==> src/rtl/sram_arb_pkg.sv <==
// rtl/sram_arb_pkg.sv - shared constants and helpers for the MEMC SRAM port arbiter.
package sram_arb_pkg;

  localparam int ADDR_W = 9;
  localparam int BANKS  = 4;
  localparam int DATA_W = 8;
  localparam int BUS_W  = BANKS * DATA_W;
  localparam int RD_LAT = 3;
  localparam int AGE_W  = 4;

  typedef enum logic [1:0] {
    GNT_NONE = 2'd0,
    GNT_RD   = 2'd1,
    GNT_WR   = 2'd2
  } gnt_e;

  function automatic logic [15:0] sat_inc16(input logic [15:0] v);
    return (v == 16'hFFFF) ? v : v + 16'd1;
  endfunction

endpackage

==> src/rtl/sram_arb_rd_pipe.sv <==
// rtl/sram_arb_rd_pipe.sv - read-return valid shift pipe with rd_data capture in the last stage.
module sram_arb_rd_pipe #(
  parameter int RD_LAT = sram_arb_pkg::RD_LAT,
  parameter int WIDTH  = sram_arb_pkg::BUS_W
) (
  input  logic             clk,
  input  logic             rst_n,
  input  logic             issue_i,
  input  logic [WIDTH-1:0] sram_q_i,
  output logic             rd_valid_o,
  output logic [WIDTH-1:0] rd_data_o,
  output logic             busy_o
);

  logic [RD_LAT-1:0] valid_q;
  logic [WIDTH-1:0]  data_q;

  // Stage RD_LAT-2 is the cycle the SRAM output register holds the read word.
  always_ff @(posedge clk or negedge rst_n) begin
    if (!rst_n) begin
      valid_q <= '0;
      data_q  <= '0;
    end else begin
      valid_q <= {valid_q[RD_LAT-2:0], issue_i};
      if (valid_q[RD_LAT-2]) begin
        data_q <= sram_q_i;
      end
    end
  end

  assign rd_valid_o = valid_q[RD_LAT-1];
  assign rd_data_o  = data_q;
  assign busy_o     = |valid_q;

endmodule

==> src/rtl/sram_port_arbiter.sv <==
// rtl/sram_port_arbiter.sv - two-requester arbiter for the four 512x8 MEMC SRAM banks.
// Optional statistics counters are built when SRAM_ARB_STATS_EN is defined.
module sram_port_arbiter #(
  parameter int ADDR_W   = sram_arb_pkg::ADDR_W,
  parameter int BANKS    = sram_arb_pkg::BANKS,
  parameter int DATA_W   = sram_arb_pkg::DATA_W,
  parameter int MAX_WAIT = 4
) (
  input  logic                      clk,
  input  logic                      rst_n,
  input  logic                      wr_req,
  input  logic [ADDR_W-1:0]         wr_addr,
  input  logic [BANKS*DATA_W-1:0]   wr_data,
  output logic                      wr_gnt,
  input  logic                      rd_req,
  input  logic [ADDR_W-1:0]         rd_addr,
  output logic                      rd_gnt,
  output logic                      rd_valid,
  output logic [BANKS*DATA_W-1:0]   rd_data,
  output logic                      sram_cen,
  output logic                      sram_wen,
  output logic [ADDR_W-1:0]         sram_addr,
  output logic [BANKS*DATA_W-1:0]   sram_d,
  input  logic [BANKS*DATA_W-1:0]   sram_q,
  output logic                      busy,
  output logic [15:0]               stat_rd_cnt,
  output logic [15:0]               stat_wr_cnt,
  output logic [15:0]               stat_stall_cnt
);

  import sram_arb_pkg::*;

  localparam logic [AGE_W-1:0] MAX_AGE = AGE_W'(MAX_WAIT);

  gnt_e                   grant;
  logic [AGE_W-1:0]       age_q, age_d;
  logic                   cen_q, wen_q;
  logic [ADDR_W-1:0]      addr_q;
  logic [BANKS*DATA_W-1:0] d_q;
  logic                   pipe_busy;

  // Reads win by default; a write that has waited MAX_WAIT read grants wins instead.
  always_comb begin
    grant = GNT_NONE;
    if (wr_req && (!rd_req || age_q >= MAX_AGE)) begin
      grant = GNT_WR;
    end else if (rd_req) begin
      grant = GNT_RD;
    end
  end

  assign wr_gnt = (grant == GNT_WR);
  assign rd_gnt = (grant == GNT_RD);

  always_comb begin
    age_d = age_q;
    if (!wr_req || wr_gnt) begin
      age_d = '0;
    end else if (age_q < MAX_AGE) begin
      age_d = age_q + 1'b1;
    end
  end

  always_ff @(posedge clk or negedge rst_n) begin
    if (!rst_n) begin
      age_q  <= '0;
      cen_q  <= 1'b1;
      wen_q  <= 1'b1;
      addr_q <= '0;
      d_q    <= '0;
    end else begin
      age_q <= age_d;
      cen_q <= ~(wr_gnt | rd_gnt);
      wen_q <= ~wr_gnt;
      if (wr_gnt) begin
        addr_q <= wr_addr;
        d_q    <= wr_data;
      end else if (rd_gnt) begin
        addr_q <= rd_addr;
      end
    end
  end

  assign sram_cen  = cen_q;
  assign sram_wen  = wen_q;
  assign sram_addr = addr_q;
  assign sram_d    = d_q;

  sram_arb_rd_pipe #(
    .RD_LAT (RD_LAT),
    .WIDTH  (BANKS*DATA_W)
  ) u_rd_pipe (
    .clk        (clk),
    .rst_n      (rst_n),
    .issue_i    (rd_gnt),
    .sram_q_i   (sram_q),
    .rd_valid_o (rd_valid),
    .rd_data_o  (rd_data),
    .busy_o     (pipe_busy)
  );

  assign busy = wr_req | rd_req | pipe_busy;

`ifdef SRAM_ARB_STATS_EN
  logic [15:0] rd_cnt_q, wr_cnt_q, stall_cnt_q;
  logic        stall;

  assign stall = (wr_req & ~wr_gnt) | (rd_req & ~rd_gnt);

  always_ff @(posedge clk or negedge rst_n) begin
    if (!rst_n) begin
      rd_cnt_q    <= '0;
      wr_cnt_q    <= '0;
      stall_cnt_q <= '0;
    end else begin
      if (rd_gnt) rd_cnt_q    <= sat_inc16(rd_cnt_q);
      if (wr_gnt) wr_cnt_q    <= sat_inc16(wr_cnt_q);
      if (stall)  stall_cnt_q <= sat_inc16(stall_cnt_q);
    end
  end

  assign stat_rd_cnt    = rd_cnt_q;
  assign stat_wr_cnt    = wr_cnt_q;
  assign stat_stall_cnt = stall_cnt_q;
`else
  assign stat_rd_cnt    = '0;
  assign stat_wr_cnt    = '0;
  assign stat_stall_cnt = '0;
`endif

endmodule

==> config.mk <==
export PLATFORM = sky130hd
export DESIGN_NAME = sram_port_arbiter
export DESIGN_NICKNAME = d
export VERILOG_FILES = /design/src/rtl/sram_arb_pkg.sv /design/src/rtl/sram_arb_rd_pipe.sv /design/src/rtl/sram_port_arbiter.sv
export SDC_FILE = /design/constraint.sdc
export NUM_CORES = 1
export LEC_CHECK = 0
export ABC_AREA = 1
export CAP_MARGIN = 20
export CELL_PAD_IN_SITES_DETAIL_PLACEMENT = 1
export CELL_PAD_IN_SITES_GLOBAL_PLACEMENT = 1
export CORE_ASPECT_RATIO = 0.9
export CORE_MARGIN = 2
export CORE_UTILIZATION = 29
export DETAILED_ROUTE_END_ITERATION = 10
export GPL_ROUTABILITY_DRIVEN = 0
export PLACE_DENSITY = 0.95
export SYNTH_ARGS = -nofsm -noshare
export SYNTH_HDL_FRONTEND = slang
export SYNTH_SLANG_ARGS = --single-unit
==> constraint.sdc <==
create_clock -name clk -period 2.7 [get_ports clk]
set_input_delay 0.54 -clock clk [delete_from_list [all_inputs] [get_ports clk]]
set_output_delay 0.54 -clock clk [all_outputs]
set_load 0.05 [all_outputs]
==> out/metrics.cfg <==
[outcome]
status = finished clean

[floorplan]
die_h_um = 110
die_w_um = 122
core-area_sq_um = 12100
initial_core_util = 0.298
fp-row-count = 38
die-area_sq_um = 13400
io_pins = 213

[yosys]
avgSynthCellArea_sq_um = 10.5
ys_warn_count = 0
async_reset_ff_frac = 1.00
ys_seq_area_frac = 0.568
synth_cells = 343
ys.flop_type = dfrtp_1
synth_seq_cells = 82
post_synth_num_cell_types = 18
synthesis.area_sq_um = 3620
synth-edff-count = 0

[drt]
drt-initial-drc-count = 89
vias_per_cell = 4.17
detail_route.first_pass.iterations = 4
wl_per_cell_um = 14.5
wl_um = 9810
postRouteAntennaNets = 0
drcViolationCount = 0
via_count = 2818

[job]
maxCapViolCount = 0

[grt]
grtUsageMet3 = 0.0633
grt.met1_usage = 0.160
gr-usage-all-layers = 0.149
grt_max_degree = 83
overflow = 0
top_usage_layer = met2
grt_pass1_wl_um = 15100
antenna_found_initial = 0
grt_pass1_vias = 2936
grt.met2_usage = 0.264

[timing]
setup_viol = 0
fin_skew_ns = 0.00731
timing.hold.ws_ns = 0.179
fin_setup_tns_ns = 0
fmaxAchievable_ghz = 0.443
slew_violations = 0
rsz0062_at_grt = false
period_needed_ns = 2.26
tightest_slew_ns = 0.554
final.period_utilization = 0.836
relSlewSlack = 0.630
hold_viol_final = 0

[setup_path]
cp_slowest_cell = clkdlybuf4s50_1
r2r-end = age_q[1]$_DFFE_PN0P_
crit_path_end = rd_gnt
path_max_fanout = 10
worstPathBufferInverterCount = 4
crit_required_ns = 2.16
rr_worst_depth = 6
critPathKind = in -> out
r2r_setup_slack_ns = 1.18
crit_start = rd_req
worst_setup_path_start_kind = input port
worstReg2RegStart = age_q[3]$_DFFE_PN0P_
crit_chain = clkdlybuf4s50_1 -> buf_4 -> inv_1 -> nor2_2 -> buf_12
cp_top_family = buffers and inverters
cpPeakStageDelay_ns = 0.55
critPathCaptureType = primary output
crit_arrival_ns = 1.72
crit_cells = 5

[cts]
cts.sinks = 82
clk_path_buf_depth = 2
clk_pin_slew_worst_paths_ns = 0.06
cts_setup_buffers = 0
cts_resized = 0
cts_hold_buf = 0
clk_latency_ns = 0.34
cts_made_buffers = 9
cts-root-buf = clkbuf_16
cts_tree = yes
cts.htree.levels = 3

[cells_and_area]
layout-drive-gt1-share = 0.142
area_growth_pct = 53.6
n_antenna_cell = 0
layout_common_cells = clkdlybuf4s50_1, nand2_1, dfrtp_1
final_common_cell = clkdlybuf4s50_1
layout.nets = 598
nFillCells = 1346

[pwr]
leakage_uw = 0.00261
power_density_nw_per_um2 = 751
ir_drop_mv = 0.400

[min_path]
hold_class = in -> async

[placement]
io_buffers = 164
dp_hpwl_um = 7540

-- per-stage QoR --
stage / std cells / power (uW) / cell area [sq um] / worst slack, ns / util
2_1_floorplan: 391 / 2410 / 3800 / 0.767 / -
3_3_place_gp: 659 / 2840 / 5210 / 0.438 / 0.430
3_5_place_dp: 659 / 2880 / 5210 / 0.427 / 0.430
4_1_cts: 674 / 4240 / 5540 / 0.427 / 0.457
5_1_grt: 675 / 4360 / 5560 / 0.361 / 0.458
6_report: 675 / 4170 / 5560 / 0.442 / 0.458
-- sequential cells by signal, indices dropped and copies added (netlist names) --
signal / cells
sram_wen: 1
age_q: 4
u_rd_pipe.rd_data_o: 32
u_rd_pipe.valid_q: 3
sram_addr: 9
sram_d: 32
sram_cen: 1
-- final cells by class --
type                       instances  area, sq um  share of cell area
sequential                        82         2050               0.370
timing repair buffer             171         1720               0.310
multi-input combinational        234         1200               0.216
clock buffer                      10          239              0.0430
tap                              160          200              0.0360
clock inverter                     5         86.3              0.0155
inverter                          13         53.8             0.00968
-- power breakdown --
group	switching, uW	internal, uW	total, uW	leakage (uW)
Sequential	82.8	1380	1460	0.000989
Clock	484	837	1320	0.000160
Combinational	921	468	1390	0.00146
Total	1490	2690	4170	0.00261
-- how the worst min path moves through the flow --
stage | endpoint | slack, ns | depth (start not counted)
CTS | u_rd_pipe.valid_q[1]$_DFF_PN0_ | 0.38 | 0
finish | u_rd_pipe.rd_data_o[17]$_DFFE_PN0P_ | 0.18 | 1
global placement | u_rd_pipe.valid_q[1]$_DFF_PN0_ | 0.36 | 0
detailed placement | u_rd_pipe.valid_q[1]$_DFF_PN0_ | 0.36 | 0
floorplan | age_q[0]$_DFFE_PN0P_ | 0.24 | 0
global route | u_rd_pipe.rd_data_o[13]$_DFFE_PN0P_ | 0.21 | 1
-- layer usage --
metal  share of wire  routed length, um  vias up
met2            0.50               4940      143
met1            0.38               3740     1357
met4           0.011                112        0
met5               0                  0        -
met3            0.10               1020       11
li1                -                  -     1307
-- kinds of logic (layout without fill, tap and decap cells) --
family,after synthesis,in the layout,share of synthesized area
muxes,32,32,0.0997
and+or+nand+nor,152,152,0.178
other,1,49,0.00104
DFF,82,82,0.568
adders and majority gates,1,1,0.00346
buffers and inverters,75,199,0.150
-- worst register-to-register path, delay by kind of cell (launching register included) --
| family | cells | cell delay [ns] |
|---|---|---|
| simple gates | 5 | 0.71 |
| buf+inv | 1 | 0.39 |
| flops | 1 | 0.37 |
-- cell usage after synthesis, types with 2 or more instances --
cell type	instances	area [sq um]
dfrtp_1	80	2000
nand3_1	18	90.1
buf_6	8	90.1
buf_4	51	383
buf_2	3	15.0
mux2_2	32	360
nor2_2	2	12.5
nand2_1	117	439
inv_1	12	45.0
nor2_1	4	15.0
dfstp_2	2	52.6
nand2_2	8	50.1
(Power assumes the default switching activity.)
==> variant 1 (config.mk and constraints unchanged) <==
The option `SRAM_ARB_STATS_EN` is turned on by a define.
--- a/src/rtl/sram_port_arbiter.sv
+++ b/src/rtl/sram_port_arbiter.sv
@@ -1,5 +1,7 @@
 // rtl/sram_port_arbiter.sv - two-requester arbiter for the four 512x8 MEMC SRAM banks.
 // Optional statistics counters are built when SRAM_ARB_STATS_EN is defined.
+`define SRAM_ARB_STATS_EN
+
 module sram_port_arbiter #(
   parameter int ADDR_W   = sram_arb_pkg::ADDR_W,
   parameter int BANKS    = sram_arb_pkg::BANKS,
Formal check against the unedited RTL: not equivalent (a bounded check fails within 4 cycles, from zero or initial values and one cycle with rst_n low).
==> variant 1 against the unedited design <==
Power up 72%; largest power group unchanged; critical path type unchanged; sequential share of layout area down 1.5 points; cell area up 65%; area after synthesis up 70%; worst setup slack worse by 220 ps; clock skew up 4.6 ps; non-clock buffer count up 51; sequential cell count up 48; wire length up 100%; die area up 67%.
==> variant 1: results (changes against the unedited design) <==
| Metric | Value |
|---|---|
| All-layer global routing usage | 0.184 (+0.0358) |
| Mapped Cells | 710 (+110%) |
| Initial DRC count | 234 (+160%) |
| Filler cells | 2442 (+81%) |
| Dpl hpwl | 15100 um (+100%) |
| Pin count of the biggest net entering global routing | 65 (-22%) |
| Input/output buffers | 212 (+29%) |
| P_leak | 3.97 nW (+52%) |
| WL final | 20100 um (+100%) |
| Worst Skew | 11.9 ps (+4.61 ps) |
| Vias in the first global route | 6060 (+110%) |
| H-tree depth | 4 (+1) |
| Post-synthesis mux area share | 0.0587 (-0.0409) |
| Layout Nets | 1020 (+71%) |
| Synth cell types | 30 (+12) |
| Clk buf depth | 2 (unchanged) |
| P_int | 4.45 mW (+66%) |
| Synth area leaders | dfrtp_1 (52%), nand2_1 (19%), mux2_2 (5.9%) |
| Max VDD drop | 0.319 mV (-20%) |
| Synth Area in XOR/XNOR | 0.0271 (+0.0271) |
| Worst Path Arrival | 1930 ps (+210 ps) |
| Critical-path maximum fanout | 6 (-4) |
| YS warnings | 0 (unchanged) |
| First-pass GRT wire length | 31900 um (+110%) |
| Slew @ Worst Pin | 640 ps (+86.3 ps) |
| Area after DPL | 8590 um2 (+65%) |
| Post-synthesis sequential area ratio | 0.531 (-0.0376) |
| RR Startpoint | stat_stall_cnt[0] |
| Top post-synthesis cells by count | nand2_1 (304), dfrtp_1 (128), nor2_1 (52), inv_1 (41), nand3_1 (37) |
| TritonCTS buffer count | 17 (+8) |
| Latest clock arrival within the worst-skew pair | 410 ps (+70 ps) |
| Status | finished clean |
| Routed vias | 5612 (+99%) |
| Placed cells | 1197 (+82%) |
| Share of cells above drive strength 1 | 0.117 (-0.0250) |
variant 1: cell type report:
cell class / instances / area, um2 / share of cell area
clock buffer: 19 / 453 / 0.0493
clock inverter: 12 / 133 / 0.0144
inverter: 43 / 164 / 0.0179
multi-input combinational: 516 / 2580 / 0.281
sequential: 130 / 3260 / 0.355
tap: 286 / 358 / 0.0390
timing repair buffer: 222 / 2240 / 0.244
variant 1: worst paths after layout:
| kind | to | slack (ps) | depth (start not counted) |
|---|---|---|---|
| setup reg to reg | stat_stall_cnt[6] | 840 | 6 |
| max in group asynchronous | u_rd_pipe.rd_data_o[12] | 1900 | 2 |
| setup / recovery | busy | 230 | 7 |
| hold reg to reg | u_rd_pipe.valid_q[1] | 360 | 0 |
| hold / removal | u_rd_pipe.rd_data_o[31] | 140 | 1 |
| min in group clk | u_rd_pipe.valid_q[1] | 360 | 0 |
variant 1: cell families after synthesis:
kind of cell | count (synthesis)
buffers and inverters | 64
AOI/OAI and AO/OA | 30
DFF | 130
and+or+nand+nor | 430
muxes | 32
adders and majority gates | 4
other | 1
xor gates and xnor gates | 19
variant 1: worst max-delay path: stages:
cell             delay, ps
clkdlybuf4s50_1        530
nand3_1                150
nand2_2                190
nand2_1                 70
inv_1                  140
nand2_1                100
buf_4                  200
variant 1: power groups by stage:
stage | combinational [mW] | sequential (mW) | clock (mW)
3_5_place_dp | 2.37 | 2.56 | 0
3_3_place_gp | 2.31 | 2.53 | 0
6_report | 2.35 | 2.52 | 2.30
4_1_cts | 2.38 | 2.53 | 2.36
2_1_floorplan | 0.540 | 3.43 | 0
5_1_grt | 2.49 | 2.56 | 2.45
variant 1: metal layers:
metal	vias to the layer above	wire length (um)	global-route usage
li1	2680	-	-
met1	2719	8260	0.214
met2	188	9770	0.322
met3	25	1650	0.0621
met4	0	376	0.0555
met5	-	0	0
==> variant 2 (config.mk and constraints unchanged) <==
Without the edit above. The package constant `ADDR_W` goes from 9 to 11.
--- a/src/rtl/sram_arb_pkg.sv
+++ b/src/rtl/sram_arb_pkg.sv
@@ -1,7 +1,7 @@
 // rtl/sram_arb_pkg.sv - shared constants and helpers for the MEMC SRAM port arbiter.
 package sram_arb_pkg;
 
-  localparam int ADDR_W = 9;
+  localparam int ADDR_W = 11;
   localparam int BANKS  = 4;
   localparam int DATA_W = 8;
   localparam int BUS_W  = BANKS * DATA_W;
Interface: changed (resized rd_addr, sram_addr and wr_addr); port bits go from 213 to 219. No check against the original RTL was run, so the function may have changed too.
==> variant 2 against the unedited design <==
Register-to-register slack lost 100 ps; wire length increased by 8.0%; count of clock-buffer cells in the layout stayed put; worst setup slack got worse by 55 ps; power down 1.0%; critical endpoint unchanged; sequential cell count is 2 higher; non-clock buffer count increased by 6; cell area rose by 1.5%; global-route usage increased by 0.76 points; area after synthesis increased by 0.45%.
==> variant 2: results (changes against the unedited design) <==
| Metric | Value |
|---|---|
| Status | finished clean |
| All-layer global routing usage | 0.156 (+0.00763) |
| Flop-to-flop setup slack | 1080 ps (-100 ps) |
| Max VDD drop | 0.265 mV (-34%) |
| Initial DRC count | 86 (-3.4%) |
| Pre-CTS setup slack | 379 ps (-48.3 ps) |
| Highest Signal Layer | met4 |
| P_leak | 2.67 nW (+2.1%) |
| Dpl hpwl | 8240 um (+9.4%) |
| Share of cells above drive strength 1 | 0.118 (-0.0242) |
| Worst Skew | 5.19 ps (-2.12 ps) |
| Pin count of the biggest net entering global routing | 48 (-42%) |
| Worst-path clk slew | 60 ps (about the same) |
| DR WL met2 | 5490 um (+11%) |
| Grt met3 use | 0.0391 (-0.0242) |
| Metal3 WL | 751 um (-26%) |
| Post-synthesis sequential area ratio | 0.579 (+0.0112) |
| Layout Nets | 622 (+4.0%) |
| Hold Worst Slack | 181 ps (+1.43 ps) |
| Synth cell types | 15 (-3) |
| Reg2Reg Capture Point | age_q[0] |
| RR Startpoint | age_q[2] |
| Max Clock Freq | 432 MHz (-2.4%) |
| Top post-synthesis cells by count | nand2_1 (131), dfrtp_1 (82), buf_4 (53), mux2_2 (32), nand3_1 (22) |
| Filler cells | 1368 (+1.6%) |
| Met1 track demand over resource | 0.170 (+0.00977) |
| Input/output buffers | 170 (+3.7%) |
| Placed cells | 680 (+3.2%) |
| Adder-Cell Fraction of Synth Area | 0.00344 (-0.0000155) |
| Asr flop ratio synth | 1.00 (unchanged) |
| DRT met1 WL | 4090 um (+9.4%) |
| Area after DPL | 5350 um2 (+2.6%) |
| Critical-path maximum fanout | 12 (+2) |
| Worst Path Arrival | 1770 ps (+50 ps) |
| Post-synthesis mux area share | 0.0992 (-0.000446) |
| Slew @ Worst Pin | 568 ps (+14.3 ps) |
| Tightest Hold Check Type | in2async |
| First-pass GRT wire length | 16100 um (+6.6%) |
| Via density | 4.17 (-0.20%) |
| Met2 GRT Util | 0.285 (+0.0217) |
| Mapped Cells | 358 (+4.4%) |
| Synth area leaders | dfrtp_1 (56%), nand2_1 (14%), buf_4 (11%) |
| Finished Layout Cells | 696 (+3.1%) |
| Critical path's largest stage delay | 490 ps (-60 ps) |
| Vias in the first global route | 3169 (+7.9%) |
| WL final | 10600 um (+8.0%) |
## variant 2: cell count changes after synthesis, sizes merged
cell	delta
nand2	+6
nand3	+4
buf	+1
inv	+2
dfrtp	+2
## variant 2: where the power goes
part           switching, mW  total [mW]  leakage, nW  internal (mW)
Clock                  0.497        1.21        0.139          0.717
Sequential            0.0875        1.50         1.01           1.41
Combinational          0.939        1.42         1.51          0.477
Total                   1.52        4.13         2.67           2.61
## variant 2: layout make-up
cell class	count	area [um2]	area share
inverters	15	56.3	0.00998
clock inverters	6	63.8	0.0113
clock buffers	10	229	0.0406
repair buffers	177	1780	0.316
multi-input cells	244	1200	0.213
flip-flops and latches	84	2100	0.373
well taps	160	200	0.0355
## variant 2: worst max-delay path: cells and delay by family
kind	cells	cell delay (ps)
simple gates	3	500
buf+inv	3	720
